## src/rtl/pwm_pkg.sv

```systemverilog
// Shared definitions for the PWM fade controller: duty width/limits and fade FSM states.
package pwm_pkg;
    localparam int          DUTY_W   = 8;
    localparam logic [7:0]  DUTY_MAX = 8'd255;

    // Fade FSM state encoding
    typedef logic [1:0] fade_state_t;
    localparam fade_state_t IDLE      = 2'd0;
    localparam fade_state_t RAMP_UP   = 2'd1;
    localparam fade_state_t RAMP_DOWN = 2'd2;
endpackage

```

## src/rtl/pwm_period_tick.sv

```systemverilog
// Free-running PWM period tick: one-cycle pulse every PERIOD = CLOCK_FREQUENCY/PWM_FREQUENCY cycles.
module pwm_period_tick #(
    parameter int CLOCK_FREQUENCY = 100000000,
    parameter int PWM_FREQUENCY   = 1000
) (
    input  logic clk,
    input  logic rst,
    output logic tick
);
    localparam logic [31:0] PERIOD = 32'(CLOCK_FREQUENCY / PWM_FREQUENCY);

    logic [31:0] cnt;

    // The counter runs PERIOD..1; the edge where it would reach 0 is the tick and reloads it,
    // so the pulse repeats every PERIOD cycles exactly.
    assign tick = (cnt == 32'd1);

    // Down-counter with reload; never disturbed by request traffic
    always_ff @(posedge clk or posedge rst) begin
        if (rst)       cnt <= PERIOD;
        else if (tick) cnt <= PERIOD;
        else           cnt <= cnt - 32'd1;
    end
endmodule

```

## src/rtl/pwm_fade_ctrl.sv

```systemverilog
// PWM duty fade controller: accepts a target duty and ramps 1 LSB every STEP_PERIODS PWM
// periods, or jumps instantly. Optional macro FADE_DONE_EN adds a one-cycle 'done' pulse.
module pwm_fade_ctrl
    import pwm_pkg::*;
#(
    parameter int CLOCK_FREQUENCY = 100000000,
    parameter int PWM_FREQUENCY   = 1000,
    parameter int STEP_PERIODS    = 4
) (
    input  logic              clk,
    input  logic              rst,
    input  logic              req_valid,
    output logic              req_ready,
    input  logic [DUTY_W-1:0] req_duty,
    input  logic              req_instant,
    output logic [DUTY_W-1:0] duty,
    output logic              busy
`ifdef FADE_DONE_EN
    ,
    output logic              done
`endif
);
    fade_state_t       state;
    logic [DUTY_W-1:0] target;
    logic [7:0]        step_cnt;
    logic [DUTY_W-1:0] duty_step;
    logic              tick;
    logic              accept;
    logic              step_due;

    pwm_period_tick #(
        .CLOCK_FREQUENCY(CLOCK_FREQUENCY),
        .PWM_FREQUENCY  (PWM_FREQUENCY)
    ) u_tick (
        .clk (clk),
        .rst (rst),
        .tick(tick)
    );

    // Ready is held low while reset is asserted, then tracks IDLE
    assign req_ready = (state == IDLE) && !rst;
    assign busy      = (state == RAMP_UP) || (state == RAMP_DOWN);
    assign accept    = req_valid && req_ready;
    assign step_due  = busy && tick && (step_cnt == 8'(STEP_PERIODS - 1));

    // Next duty one LSB toward the target, saturating at the rails and at the target
    always_comb begin
        duty_step = duty;
        if (state == RAMP_UP && duty < target && duty != DUTY_MAX)
            duty_step = duty + 8'd1;
        else if (state == RAMP_DOWN && duty > target && duty != 8'd0)
            duty_step = duty - 8'd1;
    end

    // Fade FSM: request acceptance in IDLE, tick-paced stepping in the ramp states
    always_ff @(posedge clk or posedge rst) begin
        if (rst) begin
            state    <= IDLE;
            duty     <= '0;
            target   <= '0;
            step_cnt <= '0;
        end else begin
            case (state)
                IDLE: begin
                    // A tick landing on the accept edge is dropped: the step count starts at 0
                    if (accept) begin
                        target   <= req_duty;
                        step_cnt <= '0;
                        if (req_instant)          duty  <= req_duty;
                        else if (req_duty > duty) state <= RAMP_UP;
                        else if (req_duty < duty) state <= RAMP_DOWN;
                    end
                end
                RAMP_UP, RAMP_DOWN: begin
                    if (step_due) begin
                        step_cnt <= '0;
                        duty     <= duty_step;
                        if (duty_step == target) state <= IDLE;
                    end else if (tick) begin
                        step_cnt <= step_cnt + 8'd1;
                    end
                end
                default: state <= IDLE;
            endcase
        end
    end

`ifdef FADE_DONE_EN
    logic finish;
    assign finish = (accept && (req_instant || req_duty == duty)) ||
                    (step_due && duty_step == target);

    // One-cycle completion pulse; reset mid-ramp clears it so an aborted ramp never reports done
    always_ff @(posedge clk or posedge rst) begin
        if (rst) done <= 1'b0;
        else     done <= finish;
    end
`endif
endmodule

```

## config.mk

```make
export PLATFORM = sky130hd
export DESIGN_NAME = pwm_fade_ctrl
export DESIGN_NICKNAME = d
export VERILOG_FILES = /design/src/rtl/pwm_pkg.sv /design/src/rtl/pwm_period_tick.sv /design/src/rtl/pwm_fade_ctrl.sv
export SDC_FILE = /design/constraint.sdc
export NUM_CORES = 1
export LEC_CHECK = 0
export ABC_CLOCK_PERIOD_IN_PS = 2800
export CORE_MARGIN = 8
export CORE_UTILIZATION = 55
export DETAILED_ROUTE_END_ITERATION = 8
export PLACE_DENSITY_LB_ADDON = 0.25
export SLEW_MARGIN = 0
export SYNTH_ARGS = -nofsm -noshare
export SYNTH_HDL_FRONTEND = slang
export SYNTH_SLANG_ARGS = --single-unit
```

## constraint.sdc

```tcl
create_clock -name clk -period 2.8 [get_ports clk]
set_clock_uncertainty 0.1 [all_clocks]
set_input_delay 0.42 -clock clk [delete_from_list [all_inputs] [get_ports clk]]
set_output_delay 0.42 -clock clk [all_outputs]
set_load 0.02 [all_outputs]
```

==> Implementation_results.wiki <==
{| class="wikitable"
! Metric !! Value
|-
| Run status || finished with violations
|-
| Failing checks || setup timing
|-
| Total routing resource utilization after global routing || 22.7%
|-
| Arrival time reported for the critical path endpoint || 3090 ps
|-
| Final setup margin || -164 ps
|-
| Clock transition time at the flip-flop clock pins of the worst setup and hold paths || roughly 60 ps
|-
| Placeable core region || 7100 um2
|-
| Highest attainable clock frequency || 337 MHz
|-
| Average wire per cell in the routed design || 16.8 um
|-
| Initial DRC count || 155
|-
| Flip-flop and latch count after synthesis || 58
|-
| Wire length of the first global-routing pass || 18,300 um
|-
| Biggest area consumer among synthesized cells || dfrtp_1
|-
| RSZ-0062 raised after global routing || yes
|-
| Number of nets in the layout || 598
|-
| Crit path largest cell delay || 500 ps
|-
| Max-cap violation count || 0
|-
| Final Core Density || 75.7%
|-
| Period Utilization, post-route || 106%
|-
| Maximum VDD drop || ~0.00052 V
|-
| Total of endpoints with negative setup slack in the final report || 2
|-
| Main flop type after synthesis || dfrtp_1
|-
| Area of the multi-input gates || around 2600 um2
|-
| Number of synthesized flops with an enable pin || 0
|-
| Mean Syn Cell Area || 8.79 um2
|-
| Critical Path Fanout Max || 6
|-
| Diode count || 0
|-
| Via-per-instance ratio || 5.92
|-
| Worst-case headroom to the max-slew limit || roughly three fifths
|-
| Number of buffers added to fix hold violations after cts || 0
|-
| Required @ worst endpoint || 2930 ps
|-
| Number of sinks on the clock net || 58
|-
| Leak pwr || 2.19 nW
|-
| Nets in the synthesized netlist || slightly below 500
|-
| Signed area change from the synthesized netlist to the final layout || 35.6%
|-
| Critical path's top delay family || simple AND/OR/NAND/NOR gates
|-
| HP Class || input port to asynchronous set/reset pin
|-
| Shortest clock period the worst path allows after layout || approximately 3000 ps
|-
| Slew of the pin with the lowest slew margin || 589 ps
|-
| Sequential cell area || 1470 um2
|-
| Count leader, synth || dfrtp_1
|-
| Height of the chip || 101 um
|-
| Synth Instances || 451
|-
| CP Class || flop to flop
|-
| Final-layout setup total negative slack || -320 ps
|-
| Routed wire length || 11,200 um
|-
| Worst Path Buf+Inv || 2
|-
| Vias || approximately 3,900
|-
| Via count of the first global-routing pass || between 3,000 and 4,000
|-
| Hold Vio Cnt, Final || 0
|-
| Largest net degree at the start of global routing || 53
|-
| Insertion delay of the later-clocked pin in the worst-skew pair || 340 ps
|-
| Proportion of synthesized chip area in sequential cells || a little under two fifths
|-
| DRC violation count after routing || 0
|-
| Chip width || 101 um
|-
| Cell types occupying the most area after synthesis || dfrtp_1, ha_1, xnor2_1
|-
| Post-layout instance area || 5370 um2
|-
| Starting Density || between 50% and 60%
|-
| Power density over cell area || roughly 980 nW/um2
|-
| Layout fillers || 511
|-
| Number of max-slew violations in the final report || 0
|-
| Critical path startpoint || target[5]
|-
| Number of rows created at floorplan || 31
|-
| Instance area after placement || about 4900 um2
|-
| Buffer cell driving the clock tree root || clkbuf_8
|-
| Post-synth cell types || between 60 and 70
|-
| RD Place Congestion || 0.931
|-
| Reg-to-reg critical path endpoint || state[0]
|-
| Number of I/O pins || 22
|-
| Sequence of cells on the critical path || inv_1, ha_4, a211oi_4, nor2_4, or3_4, buf_4, o31ai_4, xnor2_1, or4_1, o311ai_1
|-
| Largest buffer count on any clock path || 2
|-
| Cells on worst reg2reg path || 10
|-
| CTS tree || done
|-
| Number of antenna violations at the first check in global routing || 0
|-
| Kind of capture point of the worst setup path || flop
|-
| Synth warn || 0
|-
| FFs w/ async S/R, synth || 100%
|-
| Start of the worst register-to-register path || target[5]
|-
| Cts bufs inserted || 9
|-
| Half-perimeter wire length of the detailed placement result || 7940 um
|-
| Launching element type of the critical path || flop
|-
| Number of iterations in the first detailed-routing pass || 7
|-
| Number of nets with antenna violations after detailed routing || 0
|-
| Commonest cells in the synthesized netlist || dfrtp_1, nor2_1, nand2_1
|-
| Fraction of layout cells with a size suffix above 1 || between 20% and 30%
|-
| H-tree levels || 3
|-
| Total die area || 10,200 um2
|-
| Buffers on Ports || 21
|-
| Reg2reg setup slack || -160 ps
|-
| Cell at the slowest stage of the critical path || or4_1
|-
| GRT overflow || 0
|-
| Area of the mapped netlist || 3960 um2
|-
| Share of the synthesized area in the top cell type || around a third
|}
-- sequential cells by signal, summed over array words and instances (netlist names) --
signal and flops:
state 2, target 8, duty 8, step_cnt 8, u_tick.cnt 32
-- metal layers --
| metal | vias up | part of all wire [%] | track usage [%] |
|---|---|---|---|
| li1 | 1859 | - | - |
| met1 | 1905 | 41 | 25.4 |
| met2 | 142 | 52 | 40.2 |
| met3 | 33 | 4.4 | 3.87 |
| met4 | 0 | 3.0 | 11.9 |
| met5 | - | 0 | 0 |
-- cells by family after synthesis --
kind of cell               Yosys count  share of synthesized area [%]
adders and majority gates           25                           7.89
and+or+nand+nor                    184                           24.4
AOI/OAI and AO/OA                  104                           17.1
buffers and inverters               40                           4.45
xor gates and xnor gates            33                           7.29
muxes                                7                           1.99
DFF                                 58                           36.8
-- layout by cell type (no fill, tap or decap), types with 5 or more instances in the layout --
cell,netlist,routed
buf_4,1,86
nor2_1,48,47
dfrtp_1,52,47
nand2_1,33,33
o21ai_0,27,26
xnor2_1,25,24
inv_1,26,23
nand3_1,23,23
ha_1,25,21
clkdlybuf4s50_1,0,21
nor3_1,18,16
a21oi_1,19,16
clkbuf_8,0,12
nor4_1,13,8
xor2_1,8,8
o21ai_1,6,7
and3_1,7,7
mux2_2,7,7
or4_1,7,6
nand4_1,6,6
o22ai_1,6,6
dfstp_2,6,6
nor4_4,1,5
nand2b_1,5,5
o211ai_1,5,5
dfrtp_2,0,5
-- cell type report --
cell class | instances | area share, %
multi-input cells | 354 | 47.9
clock buffers | 14 | 3.21
flip-flops and latches | 58 | 27.3
well taps | 99 | 2.31
repair buffers | 112 | 17.3
clock inverters | 2 | 0.186
inverters | 26 | 1.82
-- how the worst max path moves through the flow --
stage | to | slack, ps | depth (start not counted)
finish | state[0] | -160 | 10
global placement | state[1] | -260 | 11
detailed placement | state[1] | -330 | 10
floorplan | state[1] | 0.8 | 10
CTS | state[0] | -120 | 10
global route | state[0] | -260 | 11
-- what timing repair did --
action	4_1_cts	5_1_grt
cloned	1	0
pin swaps	11	10
resized for setup	25	11
endpoints found under the setup margin	2	14
setup buffers	6	6
-- per-stage QoR --
stage	hold WS (ps)	total power, mW	std cells	setup WS (ps)
floorplan	357	2.88	451	0.813
global placement	387	4.01	636	-261
detailed placement	403	4.09	636	-330
CTS	214	5.10	659	-123
global route	263	5.57	665	-257
finish	228	5.24	665	-164
-- where the power goes --
| group | total [mW] | switching [mW] | internal [mW] |
|---|---|---|---|
| registers | 1.07 | 0.0887 | 0.983 |
| clock network | 0.716 | 0.325 | 0.392 |
| logic | 3.45 | 1.87 | 1.58 |
Note: power is estimated with default switching activity, not from simulation.
